==> config.mk <==
export PLATFORM = sky130hd
export DESIGN_NAME = input_port_buffer
export DESIGN_NICKNAME = d
export VERILOG_FILES = /design/src/rtl/input_port_buffer.sv
export SDC_FILE = /design/constraint.sdc
export NUM_CORES = 1
export LEC_CHECK = 0
export CAP_MARGIN = 5
export CORE_ASPECT_RATIO = 1.75
export CORE_MARGIN = 3
export CORE_UTILIZATION = 48
export CTS_CLUSTER_DIAMETER = 30
export DETAILED_ROUTE_END_ITERATION = 6
export PLACE_DENSITY_LB_ADDON = 0.1
export REMOVE_ABC_BUFFERS = 1
export SYNTH_ARGS = -nofsm -noshare
export SYNTH_HDL_FRONTEND = slang
export SYNTH_SLANG_ARGS = --single-unit
==> constraint.sdc <==
create_clock -name clk -period 2.6 [get_ports clk]
set_input_delay 0.65 -clock clk [delete_from_list [all_inputs] [get_ports clk]]
set_output_delay 0.65 -clock clk [all_outputs]
set_load 0.1 [all_outputs]
==> src/rtl/input_port_buffer.sv <==
// Purpose : per-input-port flit FIFO plus packet sequencer feeding the output-port arbiter.
// Latency : a write is at the head next cycle; a header at the head raises req/length one cycle later (2 cycles write-to-request).
// Backpressure: full stalls upstream writes unless a pop happens in the same cycle; pops are only honoured while a packet is ACTIVE.
//
// Ports:
//   clk, rst            rising-edge clock, asynchronous active-high reset
//   wr_en, flit_in      upstream write strobe and flit
//   full, empty         FIFO occupancy flags
//   rd_en               pop strobe from the arbiter when this port is granted
//   flit_out, flit_id   head flit and its 3-bit type (0 when empty)
//   length, req         length latched from the current header, one-hot {S,W,E,N,L} request
//   err                 sticky flag: a non-header flit was dropped while idle
module input_port_buffer #(
  parameter int DATA_WIDTH = 32,
  parameter int DEPTH      = 4
) (
  input  logic                  clk,
  input  logic                  rst,
  input  logic                  wr_en,
  input  logic [DATA_WIDTH-1:0] flit_in,
  output logic                  full,
  input  logic                  rd_en,
  output logic [DATA_WIDTH-1:0] flit_out,
  output logic                  empty,
  output logic [2:0]            flit_id,
  output logic [11:0]           length,
  output logic [4:0]            req,
  output logic                  err
);

  localparam int AW = $clog2(DEPTH);

  localparam logic [2:0] TYPE_HEADER = 3'b001;
  localparam logic [2:0] TYPE_TAIL   = 3'b100;

  typedef enum logic {IDLE, ACTIVE} state_t;

  logic [DATA_WIDTH-1:0] mem [DEPTH];
  logic [AW-1:0]         rd_ptr;
  logic [AW-1:0]         wr_ptr;
  logic [AW:0]           count;
  state_t                state;

  logic [2:0] head_type;
  logic       auto_pop;
  logic       pop_acc;
  logic       pop;
  logic       push;

  function automatic logic [4:0] dest_onehot(input logic [2:0] dest);
    case (dest)
      3'd1:    dest_onehot = 5'b00010;  // N
      3'd2:    dest_onehot = 5'b00100;  // E
      3'd3:    dest_onehot = 5'b01000;  // W
      3'd4:    dest_onehot = 5'b10000;  // S
      default: dest_onehot = 5'b00001;  // L, also catches unused codes 5-7
    endcase
  endfunction

  assign empty     = (count == '0);
  assign full      = (count == (AW+1)'(DEPTH));
  assign flit_out  = mem[rd_ptr];
  assign head_type = flit_out[2:0];
  assign flit_id   = empty ? 3'b000 : head_type;

  // A stray body/tail at the head while idle has no packet to belong to, so it is discarded.
  assign auto_pop = (state == IDLE) && !empty && (head_type != TYPE_HEADER);
  assign pop_acc  = rd_en && !empty && (state == ACTIVE);
  assign pop      = pop_acc || auto_pop;
  // A pop in the same cycle frees the slot, so a full FIFO can still take a write.
  assign push     = wr_en && (!full || pop);

  // Storage is deliberately not reset; only the pointers define valid contents.
  always_ff @(posedge clk) begin
    if (push) mem[wr_ptr] <= flit_in;
  end

  always_ff @(posedge clk or posedge rst) begin
    if (rst) begin
      rd_ptr <= '0;
      wr_ptr <= '0;
      count  <= '0;
    end else begin
      if (push) wr_ptr <= wr_ptr + AW'(1);
      if (pop)  rd_ptr <= rd_ptr + AW'(1);
      case ({push, pop})
        2'b10:   count <= count + (AW+1)'(1);
        2'b01:   count <= count - (AW+1)'(1);
        default: count <= count;
      endcase
    end
  end

  // Sequencer: the header stays at the head while it is decoded; the arbiter pops it once granted.
  always_ff @(posedge clk or posedge rst) begin
    if (rst) begin
      state  <= IDLE;
      req    <= '0;
      length <= '0;
      err    <= 1'b0;
    end else begin
      case (state)
        IDLE: begin
          if (!empty) begin
            if (head_type == TYPE_HEADER) begin
              length <= flit_out[14:3];
              req    <= dest_onehot(flit_out[17:15]);
              state  <= ACTIVE;
            end else begin
              err <= 1'b1;
            end
          end
        end
        ACTIVE: begin
          if (pop_acc && (head_type == TYPE_TAIL)) begin
            req   <= '0;
            state <= IDLE;
          end
        end
        default: state <= IDLE;
      endcase
    end
  end

endmodule

==> impl_metrics.json <==
{
  "worst_path_most_repeated_cell": "buf_12",
  "period_minus_slack_ps": 2560,
  "seq_area_frac_synth_pct": 75.5,
  "maxSlewViolCount": 0,
  "synth_edf_count": 128,
  "grt_max_degree": 27,
  "worst-setup-path-type": "flip-flop to output pin",
  "clk_pin_slew_ps": 60,
  "grt_overflow": 0,
  "whs_ps": 472,
  "fin_crit_sh_pct": 98.5,
  "synthFlopType": "edfxtp_1",
  "drv_cap": 0,
  "die_h_um": 153,
  "cpPeakStageDelay_ps": 590,
  "synth_simple_gate_area_share_pct": 3.91,
  "yosysUniqueCellTypes": 39,
  "skew_ps": 8.47,
  "setup_viol": 0,
  "tightest_slew_ps": 446,
  "synthMuxAreaShare_pct": 15.8,
  "drt_drc_violations_left": 0,
  "htree_levels": 4,
  "dieWidth_um": 90.2,
  "synthXorXnorAreaFrac_pct": 0.588,
  "grtUsageTotal_pct": 17.2,
  "layout_common_cells": "edfxtp_1, buf_12, buf_4",
  "fp.coreArea_mm2": 0.0121,
  "arrival_ps": 1910,
  "grt_pass1_vias": 3291,
  "clkLatencyLatePin_ps": 410,
  "cts-root-buf": "clkbuf_16",
  "synth-seq-cells": 154,
  "firstDrtPassIters": 5,
  "first_iter_violations": 151,
  "io_pins": 91,
  "via_count": 3104,
  "final_nets": 461,
  "startpoint_type": "flip-flop",
  "hpwl_mm": 7.54,
  "synth_warnings": 0,
  "multi_input_area_mm2": 0.00141,
  "avgSynthCellArea_um2": 21.0,
  "slew_headroom_pct": 70.3,
  "min_path_type": "flip-flop to flip-flop",
  "clock_path_buffers": 2,
  "critPathRequiredTime_ps": 1950,
  "async_flop_share_pct": 16.9,
  "drtAntennaViolNets": 0,
  "dieArea_mm2": 0.0138,
  "io_buffers": 90,
  "hold_buffers": 0,
  "start_util_pct": 49.3,
  "cp_max_fo": 14,
  "gp_congestion": 0.756,
  "seq_area_mm2": 0.00450,
  "hold_viol": 0,
  "synth_compound_area_share_pct": 1.53,
  "synth_top_family_by_area": "multiplexers",
  "cts_tree": "yes",
  "post-place-ws_ps": -154,
  "worst_slack_ps": 38.0,
  "clock_sinks": 154,
  "synthToLayoutAreaGrowth_pct": 40.4,
  "cts_made_buffers": 17,
  "endpoint_kind": "output pin",
  "synth_fa_ha_area_share_pct": 1.18,
  "grt_pass1_wl_mm": 18.0,
  "fmax_mhz": 390,
  "rows": 53,
  "syn_area_mm2": 0.00595,
  "path_cells": "buf_6 > buf_12 > mux4_2 > buf_12",
  "rsz0062_at_grt": "yes",
  "finalWirelength_mm": 11.4,
  "viasPerCell": 5.19,
  "status": "completed",
  "antenna_found_initial": 0,
  "drive_above_1_share_pct": 43.6,
  "synthCells": 284,
  "final_common_cell": "edfxtp_1",
  "diodes": 0,
  "fillCellCount": 797,
  "crit_path_top_delay_cell": "mux4_2",
  "avgRoutedWirePerCell_um": 19.0
}
==> metrics by stage <==
step	util (%)	cell area, um2	cells	TNS, ps
2_1_floorplan	-	5890	272	-247680
3_3_place_gp	62.7	7570	553	-121
3_5_place_dp	62.7	7570	553	-154
4_1_cts	67.9	8190	590	-342
5_1_grt	69.3	8360	598	-685
6_report	69.3	8360	598	0
==> per-layer routing <==
layer	wire [um]	track usage, %	up-vias
met5	0	0	-
met4	90	5.48	0
met3	552	5.22	6
met2	6470	30.3	85
met1	4270	20.0	1594
li1	-	-	1419
==> synth_stat cells (3+ instances only) <==
cell,n,area (um2)
edfxtp_1,128,3840
mux4_2,31,698
dfrtp_1,26,651
mux2_2,17,191
and2_1,8,50.1
nor2_1,8,30.0
inv_1,6,22.5
nand2_1,6,22.5
buf_2,5,25.0
ha_1,4,50.1
or3_1,4,25.0
a21oi_1,3,15.0
clkbuf_1,3,11.3
nand2b_1,3,18.8
o21ai_0,3,15.0
xnor2_1,3,26.3
==> critical path: cells and delay by family (launching register included) <==
kind                   cells  cell delay [ps]
buffers and inverters      3              510
flip-flops                 1              410
multiplexers               1              590
==> final cells by class <==
class / instances / area share (%)
Clock inverter: 14 / 1.66
Tap cell: 165 / 2.47
Multi-Input combinational cell: 112 / 16.8
Timing Repair Buffer: 129 / 19.8
Clock buffer: 18 / 5.13
Sequential cell: 154 / 53.8
Inverter: 6 / 0.269
==> sequential cells by signal (all words and copies together), names as in the netlist <==
register / count
rd_ptr: 2
mem: 128
req: 5
wr_ptr: 2
state: 1
count: 3
err: 1
length: 12
==> kinds of logic after synthesis <==
kind of cell | after synthesis
flip-flops | 154
multiplexers | 51
AND/OR/NAND/NOR | 39
buffers and inverters | 18
AO/OA/AOI/OAI | 13
adder cells (fa/ha/maj) | 5
XOR/XNOR | 4
==> timing repair <==
| item | in CTS | in global routing |
|---|---|---|
| endpoints found under the setup margin | 31 | 159 |
| buffers inserted | 5 | 4 |
| pin swaps | 0 | 6 |
| cloned | 0 | 4 |
| gates resized for setup | 6 | 17 |
==> path summary, 6_finish.rpt <==
| check | startpoint | endpoint | slack [ps] | cells after the start |
|---|---|---|---|---|
| min in group asynchronous | rst | length[5]$_DFFE_PP0P_ | 610 | 3 |
| max in group asynchronous | rst | rd_ptr[0]$_DFFE_PP0N_ | 1680 | 3 |
| max reg2reg | rd_ptr[0]$_DFFE_PP0N_ | count[2]$_DFFE_PP0P_ | 40 | 7 |
| max | rd_ptr[0]$_DFFE_PP0N_ | flit_out[4] | 40 | 4 |
| min reg2reg | err$_DFFE_PP0P_ | err$_DFFE_PP0P_ | 470 | 1 |
| min | err$_DFFE_PP0P_ | err$_DFFE_PP0P_ | 470 | 1 |
Power is left out: the tool's default activity adds up to more than one toggle a clock period on the data nets, which glitch-free logic cannot reach.
